**config.mk**
```make
export PLATFORM = sky130hd
export DESIGN_NAME = dmem_port_arbiter_flat
export DESIGN_NICKNAME = d
export VERILOG_FILES = /design/src/rtl/dmem_port_arbiter_if.sv /design/src/rtl/dmem_port_arbiter.sv /design/src/flat_wrapper.sv
export SDC_FILE = /design/constraint.sdc
export NUM_CORES = 1
export LEC_CHECK = 0
export ABC_AREA = 1
export ABC_CLOCK_PERIOD_IN_PS = 1900
export BUFFER_PORTS_ARGS = -buffer_cell sky130_fd_sc_hd__buf_2
export CORE_AREA = 2 2 205 207
export CTS_CLUSTER_SIZE = 12
export DETAILED_ROUTE_END_ITERATION = 7
export DIE_AREA = 0 0 207 209
export HOLD_SLACK_MARGIN = 0.03
export SYNTH_ARGS = -nofsm -noshare
export SYNTH_HDL_FRONTEND = slang
export SYNTH_SLANG_ARGS = --single-unit
export TNS_END_PERCENT = 5
```
**constraint.sdc**
```tcl
create_clock -name clk -period 1.9 [get_ports clk]
set_input_delay 0.19 -clock clk [delete_from_list [all_inputs] [get_ports clk]]
set_output_delay 0.19 -clock clk [all_outputs]
set_load 0.01 [all_outputs]
```
**src/rtl/dmem_port_arbiter_if.sv**
```systemverilog
// Signal bundle joining the Memory stage, the program loader and the data memory to the arbiter.
// The arbiter takes the slave view; requesters and the memory together take the master view.
interface dmem_port_arbiter_if #(
  parameter int DATA_W = 64,
  parameter int ADDR_W = 64
);
  logic              m_req;
  logic              m_we;
  logic [ADDR_W-1:0] m_addr;
  logic [DATA_W-1:0] m_wdata;
  logic              m_ack;
  logic              m_err;

  logic              l_req;
  logic              l_we;
  logic [ADDR_W-1:0] l_addr;
  logic [DATA_W-1:0] l_wdata;
  logic              l_ack;
  logic              l_err;

  logic [DATA_W-1:0] rdata;

  logic              mem_en;
  logic              mem_we;
  logic [ADDR_W-1:0] mem_addr;
  logic [DATA_W-1:0] mem_wdata;
  logic [DATA_W-1:0] mem_rdata;
  logic              mem_done;

  logic              busy;

  modport slave (
    input  m_req, m_we, m_addr, m_wdata,
    input  l_req, l_we, l_addr, l_wdata,
    input  mem_rdata, mem_done,
    output m_ack, m_err, l_ack, l_err, rdata,
    output mem_en, mem_we, mem_addr, mem_wdata, busy
  );

  modport master (
    output m_req, m_we, m_addr, m_wdata,
    output l_req, l_we, l_addr, l_wdata,
    output mem_rdata, mem_done,
    input  m_ack, m_err, l_ack, l_err, rdata,
    input  mem_en, mem_we, mem_addr, mem_wdata, busy
  );
endinterface

```
**src/rtl/dmem_port_arbiter.sv**
```systemverilog
// Shares the single-ported data memory between the Memory stage and the loader/debug port,
// one transaction at a time, with bounds checking and a starvation guard for the loader.
//
// state | meaning
// IDLE  | waiting for a request; grant, latch fields, bounds-check
// BUSY  | mem_en held with latched fields until mem_done
// ACK   | one-cycle ack/err/rdata to the owner; requests ignored
module dmem_port_arbiter #(
  parameter int DATA_W     = 64,
  parameter int ADDR_W     = 64,
  parameter int MEM_SIZE   = 1024,
  parameter int STARVE_LIM = 4
) (
  input logic               clk,
  input logic               reset,
  dmem_port_arbiter_if.slave bus
);
  localparam int                CNT_W     = $clog2(STARVE_LIM + 1);
  localparam logic [CNT_W-1:0]  LIM       = CNT_W'(STARVE_LIM);
  localparam logic [ADDR_W-1:0] LAST_ADDR = ADDR_W'(MEM_SIZE - 8);

  typedef enum logic [1:0] {IDLE, BUSY, ACK} state_t;

  state_t            r_state;
  logic [CNT_W-1:0]  r_starve_cnt;
  logic              r_owner_l;
  logic              r_we;
  logic [ADDR_W-1:0] r_addr;
  logic [DATA_W-1:0] r_wdata;
  logic [DATA_W-1:0] r_rdata;
  logic              r_mem_en;
  logic              r_busy;
  logic              r_m_ack;
  logic              r_l_ack;
  logic              r_m_err;
  logic              r_l_err;

  logic              w_pick_l;
  logic              w_sel_we;
  logic [ADDR_W-1:0] w_sel_addr;
  logic [DATA_W-1:0] w_sel_wdata;
  logic              w_addr_bad;

  // Loader wins when alone, or when the Memory stage has used up its consecutive-grant allowance.
  assign w_pick_l    = bus.l_req && (!bus.m_req || (r_starve_cnt == LIM));
  assign w_sel_we    = w_pick_l ? bus.l_we    : bus.m_we;
  assign w_sel_addr  = w_pick_l ? bus.l_addr  : bus.m_addr;
  assign w_sel_wdata = w_pick_l ? bus.l_wdata : bus.m_wdata;
  // Single compare also rejects addresses whose 8-byte span would wrap past 2^64.
  assign w_addr_bad  = w_sel_addr > LAST_ADDR;

  always_ff @(posedge clk) begin
    if (reset) begin
      r_state      <= IDLE;
      r_starve_cnt <= '0;
      r_owner_l    <= 1'b0;
      r_we         <= 1'b0;
      r_addr       <= '0;
      r_wdata      <= '0;
      r_rdata      <= '0;
      r_mem_en     <= 1'b0;
      r_busy       <= 1'b0;
      r_m_ack      <= 1'b0;
      r_l_ack      <= 1'b0;
      r_m_err      <= 1'b0;
      r_l_err      <= 1'b0;
    end else begin
      r_m_ack <= 1'b0;
      r_l_ack <= 1'b0;
      r_m_err <= 1'b0;
      r_l_err <= 1'b0;
      r_rdata <= '0;
      case (r_state)
        IDLE: begin
          if (bus.m_req || bus.l_req) begin
            r_owner_l <= w_pick_l;
            r_we      <= w_sel_we;
            r_addr    <= w_sel_addr;
            r_wdata   <= w_sel_wdata;
            r_busy    <= 1'b1;
            if (w_pick_l || !bus.l_req)
              r_starve_cnt <= '0;
            else if (r_starve_cnt != LIM)
              r_starve_cnt <= r_starve_cnt + CNT_W'(1);
            if (w_addr_bad) begin
              r_state <= ACK;
              r_m_ack <= !w_pick_l;
              r_l_ack <= w_pick_l;
              r_m_err <= !w_pick_l;
              r_l_err <= w_pick_l;
            end else begin
              r_state  <= BUSY;
              r_mem_en <= 1'b1;
            end
          end else begin
            r_starve_cnt <= '0;
          end
        end
        BUSY: begin
          if (bus.mem_done) begin
            r_state  <= ACK;
            r_mem_en <= 1'b0;
            r_m_ack  <= !r_owner_l;
            r_l_ack  <= r_owner_l;
            if (!r_we)
              r_rdata <= bus.mem_rdata;
          end
        end
        ACK: begin
          r_state <= IDLE;
          r_busy  <= 1'b0;
        end
        default: begin
          r_state  <= IDLE;
          r_mem_en <= 1'b0;
          r_busy   <= 1'b0;
        end
      endcase
    end
  end

  assign bus.m_ack     = r_m_ack;
  assign bus.l_ack     = r_l_ack;
  assign bus.m_err     = r_m_err;
  assign bus.l_err     = r_l_err;
  assign bus.rdata     = r_rdata;
  assign bus.mem_en    = r_mem_en;
  assign bus.mem_we    = r_we & r_mem_en;
  assign bus.mem_addr  = r_addr;
  assign bus.mem_wdata = r_wdata;
  assign bus.busy      = r_busy;
endmodule

```
**src/flat_wrapper.sv**
```systemverilog
// flat-port wrapper written by rule: the top's interface ports become plain ports
module dmem_port_arbiter_flat 
#(
  parameter int DATA_W     = 64,
  parameter int ADDR_W     = 64,
  parameter int MEM_SIZE   = 1024,
  parameter int STARVE_LIM = 4
)
  (clk, reset, bus_m_req, bus_m_we, bus_m_addr, bus_m_wdata, bus_l_req, bus_l_we, bus_l_addr, bus_l_wdata, bus_mem_rdata, bus_mem_done, bus_m_ack, bus_m_err, bus_l_ack, bus_l_err, bus_rdata, bus_mem_en, bus_mem_we, bus_mem_addr, bus_mem_wdata, bus_busy);
  dmem_port_arbiter_if #(.DATA_W(DATA_W), .ADDR_W(ADDR_W)) bus_i ();
  input logic clk;
  input logic reset;
  input wire logic [$bits(bus_i.m_req)-1:0] bus_m_req;
  input wire logic [$bits(bus_i.m_we)-1:0] bus_m_we;
  input wire logic [$bits(bus_i.m_addr)-1:0] bus_m_addr;
  input wire logic [$bits(bus_i.m_wdata)-1:0] bus_m_wdata;
  input wire logic [$bits(bus_i.l_req)-1:0] bus_l_req;
  input wire logic [$bits(bus_i.l_we)-1:0] bus_l_we;
  input wire logic [$bits(bus_i.l_addr)-1:0] bus_l_addr;
  input wire logic [$bits(bus_i.l_wdata)-1:0] bus_l_wdata;
  input wire logic [$bits(bus_i.mem_rdata)-1:0] bus_mem_rdata;
  input wire logic [$bits(bus_i.mem_done)-1:0] bus_mem_done;
  output wire logic [$bits(bus_i.m_ack)-1:0] bus_m_ack;
  output wire logic [$bits(bus_i.m_err)-1:0] bus_m_err;
  output wire logic [$bits(bus_i.l_ack)-1:0] bus_l_ack;
  output wire logic [$bits(bus_i.l_err)-1:0] bus_l_err;
  output wire logic [$bits(bus_i.rdata)-1:0] bus_rdata;
  output wire logic [$bits(bus_i.mem_en)-1:0] bus_mem_en;
  output wire logic [$bits(bus_i.mem_we)-1:0] bus_mem_we;
  output wire logic [$bits(bus_i.mem_addr)-1:0] bus_mem_addr;
  output wire logic [$bits(bus_i.mem_wdata)-1:0] bus_mem_wdata;
  output wire logic [$bits(bus_i.busy)-1:0] bus_busy;
  assign bus_i.m_req = bus_m_req;
  assign bus_i.m_we = bus_m_we;
  assign bus_i.m_addr = bus_m_addr;
  assign bus_i.m_wdata = bus_m_wdata;
  assign bus_i.l_req = bus_l_req;
  assign bus_i.l_we = bus_l_we;
  assign bus_i.l_addr = bus_l_addr;
  assign bus_i.l_wdata = bus_l_wdata;
  assign bus_i.mem_rdata = bus_mem_rdata;
  assign bus_i.mem_done = bus_mem_done;
  assign bus_m_ack = bus_i.m_ack;
  assign bus_m_err = bus_i.m_err;
  assign bus_l_ack = bus_i.l_ack;
  assign bus_l_err = bus_i.l_err;
  assign bus_rdata = bus_i.rdata;
  assign bus_mem_en = bus_i.mem_en;
  assign bus_mem_we = bus_i.mem_we;
  assign bus_mem_addr = bus_i.mem_addr;
  assign bus_mem_wdata = bus_i.mem_wdata;
  assign bus_busy = bus_i.busy;
  dmem_port_arbiter #(.DATA_W(DATA_W), .ADDR_W(ADDR_W), .MEM_SIZE(MEM_SIZE), .STARVE_LIM(STARVE_LIM)) u_core (.clk(clk), .reset(reset), .bus(bus_i));
endmodule
```
==> results.rst <==
.. list-table::
   :header-rows: 1

   * - Metric
     - Value
   * - Number of buffers inserted by port buffering
     - about 530
   * - Worst hold margin
     - about 54 ps
   * - Peak supply drop
     - approximately 760 µV
   * - Remaining DRCs
     - 0
   * - Crit path capture type
     - flip-flop
   * - Net count after synthesis
     - roughly 1600
   * - Sort of element at the start of the critical path
     - flip-flop
   * - Final Cell Area
     - ~0.016 mm²
   * - First-pass GRT wire length
     - 59000 µm
   * - Via count of the first global-routing pass
     - about 11000
   * - Relative slew margins
     - approximately two thirds
   * - Sink count of the clock tree
     - 205
   * - Core Region
     - 0.0413 mm²
   * - Fraction of the mapped netlist area in adder cells
     - 0.285%
   * - Area share of the leading cell type in the synthesized netlist
     - 46.8%
   * - Setup-violating endpoint count in the final report
     - a little over 70
   * - H-Tree Depth
     - 1
   * - Required time at the worst-slack endpoint
     - approximately 2400 ps
   * - Vertical die dimension
     - 209 µm
   * - Initial Util
     - roughly a fifth
   * - Power density cells
     - ~800 mW/mm²
   * - Worst-case clock buffer depth
     - 3
   * - Clock edge transition at the registers on the reported setup and hold paths
     - 60 ps
   * - Xor/xnor cell area share of the yosys netlist
     - less than 1%
   * - Antenna-violating nets left
     - 0
   * - Final net count
     - 2371
   * - Count of final hold-check violations
     - 0
   * - Slew of the pin with the lowest slew margin
     - 519 ps
   * - Fraction of final layout cells sized beyond drive strength 1
     - between 30% and 40%
   * - Post-layout instance count excluding filler cells
     - approximately 2600
   * - Root buffer cell
     - sky130_fd_sc_hd__clkbuf_16
   * - Dominant cell type by area after synthesis
     - sky130_fd_sc_hd__dfxtp_1
   * - Width of the die
     - between 200 and 250 µm
   * - Fmax achieved
     - 444 MHz
   * - Utilization after layout
     - a little under two fifths
   * - Number of placed I/O pins
     - between 500 and 600
   * - Pin count of the biggest net entering global routing
     - between 70 and 80
   * - Cell area after technology mapping
     - slightly below 0.009 mm²
   * - Max Cap Violations
     - 0
   * - Clock tree from TritonCTS
     - yes
   * - Vias
     - roughly 11000
   * - Detailed Route WL
     - about 40000 µm
   * - Initial antenna violation count
     - 4
   * - Post-synthesis mux area share
     - 0%
   * - Synthesis-to-finish area growth
     - 79.9%
   * - Placed cell count
     - 2351
   * - Leakage power of the design
     - about 0.0084 µW
   * - Most frequent standard cell in the layout excluding fill and tap cells
     - sky130_fd_sc_hd__buf_2
   * - Clock latency on the worst-skew pair
     - ~530 ps
   * - Number of buffers added by the clock tree synthesis step
     - 24
   * - Setup repair after global routing missed its margin
     - true
   * - Netlist cell types
     - 24
   * - Violated checks
     - setup timing
   * - Largest family of logic cells by synthesized area
     - simple AND/OR/NAND/NOR gates
   * - Vias per Instance
     - 4.29
   * - Least setup slack across all paths after layout
     - -352 ps
   * - Number of register bits inferred by synthesis
     - 205
   * - Synthesized netlist cell count
     - 1296
   * - Placed wire-length estimate
     - between 20000 and 30000 µm
   * - Placement Rows
     - 75
   * - Simple-Gate Fraction of Synth Area
     - between 20% and 30%
   * - Kind of path behind the tightest hold check
     - input pin to flip-flop
   * - Most frequent cells in the layout
     - sky130_fd_sc_hd__buf_2, sky130_fd_sc_hd__nor2_1, sky130_fd_sc_hd__nand2_1
   * - Final Critical Period
     - between 2000 and 2500 ps
   * - Avg WL per Cell
     - between 15 and 20 µm
   * - Avg Synthesized Cell Area
     - slightly below 7 µm²
   * - Final global-route overflow total
     - 0
   * - Maximum fanout along the worst path
     - 8
   * - YS warnings
     - 0
   * - Path type of the worst setup path
     - flip-flop to flip-flop
   * - Final worst path period share
     - 119%
   * - Share of the synthesized area in compound gates (AO/OA/AOI/OAI)
     - 14.7%
   * - Detailed-routing iteration count for the pre-antenna-repair pass
     - 5
   * - Leading cell types by total area after synthesis
     - sky130_fd_sc_hd__dfxtp_1, sky130_fd_sc_hd__nor2_1, sky130_fd_sc_hd__nand2_1
   * - Sequential fraction of the synthesis area
     - roughly 47%
   * - Worst Path Arrival
     - ~2700 ps
   * - Worst-case clock skew
     - ~20 ps
   * - Run status
     - finished with violations
   * - Number of violations reported at the end of detailed-routing iteration 0
     - between 600 and 700
   * - Max-slew violation count
     - 0
   * - Area after detailed placement
     - 0.0125 mm²
   * - Floorplan die area
     - around 0.043 mm²
   * - RePlAce Congestion
     - a little over 0.9
   * - Total Routing Usage GR
     - 16.9%
==> worst paths after layout <==
check,start,endpoint,cells after the start,slack [ps]
hold reg to reg,u_core.bus.mem_wdata[32],u_core.bus.mem_wdata[32],2,460
setup reg to reg,u_core.r_starve_cnt[1],u_core.r_state[0],18,-350
hold / removal,bus_l_addr[0],u_core.bus.mem_addr[0],5,50
setup / recovery,u_core.r_starve_cnt[1],u_core.r_state[0],18,-350
==> registers in the layout, summed over array words and instances (netlist names) <==
signal / count
u_core.bus.l_err: 1
u_core.r_owner_l: 1
u_core.r_state: 2
u_core.bus.mem_wdata: 64
u_core.bus.l_ack: 1
u_core.bus.mem_en: 1
u_core.bus.rdata: 64
u_core.bus.m_err: 1
u_core.r_we: 1
u_core.r_starve_cnt: 3
u_core.bus.busy: 1
u_core.bus.m_ack: 1
u_core.bus.mem_addr: 64
==> repair_timing <==
item | CTS | global route
hold buffers | 190 | 0
setup buffers | 7 | 4
endpoints found under the setup margin | 72 | 76
pin swaps | 21 | 26
gates resized for setup | 62 | 45
hold endpoints to repair | 165 | 0
gates cloned | 5 | 1
==> layout make-up <==
cell class                      count  area (µm²)
Antenna cell                        1        2.50
Multi-Input combinational cell    828        3920
Fill cell                        4171       25500
Tap cell                          539         674
Timing Repair Buffer              801        5530
Clock buffer                       39         758
Inverter                          182         688
Sequential cell                   205        4110
Clock inverter                      4        95.1
==> cell usage after synthesis <==
| cell | n |
|---|---|
| sky130_fd_sc_hd__nor2_4 | 1 |
| sky130_fd_sc_hd__nand2_2 | 2 |
| sky130_fd_sc_hd__o211ai_1 | 36 |
| sky130_fd_sc_hd__o21ai_0 | 113 |
| sky130_fd_sc_hd__clkinv_1 | 1 |
| sky130_fd_sc_hd__nand3_1 | 35 |
| sky130_fd_sc_hd__inv_2 | 1 |
| sky130_fd_sc_hd__buf_6 | 5 |
| sky130_fd_sc_hd__nor2_1 | 290 |
| sky130_fd_sc_hd__o21ai_2 | 4 |
| sky130_fd_sc_hd__buf_1 | 1 |
| sky130_fd_sc_hd__o21ai_1 | 9 |
| sky130_fd_sc_hd__clkbuf_1 | 58 |
| sky130_fd_sc_hd__nor2_2 | 1 |
| sky130_fd_sc_hd__ha_1 | 2 |
| sky130_fd_sc_hd__nand3b_1 | 5 |
| sky130_fd_sc_hd__buf_2 | 16 |
| sky130_fd_sc_hd__a211oi_1 | 2 |
| sky130_fd_sc_hd__dfxtp_1 | 205 |
| sky130_fd_sc_hd__inv_1 | 180 |
| sky130_fd_sc_hd__buf_4 | 1 |
| sky130_fd_sc_hd__xor2_1 | 1 |
| sky130_fd_sc_hd__nand2_1 | 255 |
| sky130_fd_sc_hd__a21oi_1 | 72 |
==> cell families after synthesis <==
logic type | count (synthesis)
compound gates | 236
simple gates | 589
xor+xnor | 1
fa+ha+maj | 2
flops | 205
buf+inv | 263
==> report_power, final <==
part	internal (µW)	switching, µW
clock	3110	1830
sequential	4610	169
combinational	1350	1450
==> critical path: stages, from the launching register on <==
cell                      delay (ps)
sky130_fd_sc_hd__dfxtp_2         320
sky130_fd_sc_hd__inv_2            70
sky130_fd_sc_hd__ha_4            140
sky130_fd_sc_hd__nand2_4          50
sky130_fd_sc_hd__nand2_4          90
sky130_fd_sc_hd__nand2_8          80
sky130_fd_sc_hd__buf_12          160
sky130_fd_sc_hd__buf_12          130
sky130_fd_sc_hd__buf_16          140
sky130_fd_sc_hd__nand2_4          80
sky130_fd_sc_hd__nand2_2          50
sky130_fd_sc_hd__nor2_1          100
sky130_fd_sc_hd__nand2_1         100
sky130_fd_sc_hd__nor2_4          150
sky130_fd_sc_hd__buf_6           120
sky130_fd_sc_hd__nand3_4          70
sky130_fd_sc_hd__nor2_4          110
sky130_fd_sc_hd__nand3_2          90
sky130_fd_sc_hd__a21oi_2         130
==> per-layer routing <==
metal / vias to the layer above / global-route usage, % / part of all wire [%]
met5: - / 0 / 0.028
met4: 2 / 7.19 / 3.6
met3: 93 / 3.71 / 7.3
met2: 528 / 30.6 / 50
met1: 5045 / 19.0 / 39
li1: 5488 / - / -
==> through the flow <==
stage                     setup WS, ps  TNS, ps  power, µW
after global routing              -477   -21670      13100
after detailed placement          -465   -10900       7170
after CTS                         -324   -11600      12600
final                             -352   -12540      12500
after global placement            -439    -8520       7150
after floorplan                   5.17        0       5960
No activity file was read; power rests on OpenSTA's default activity.
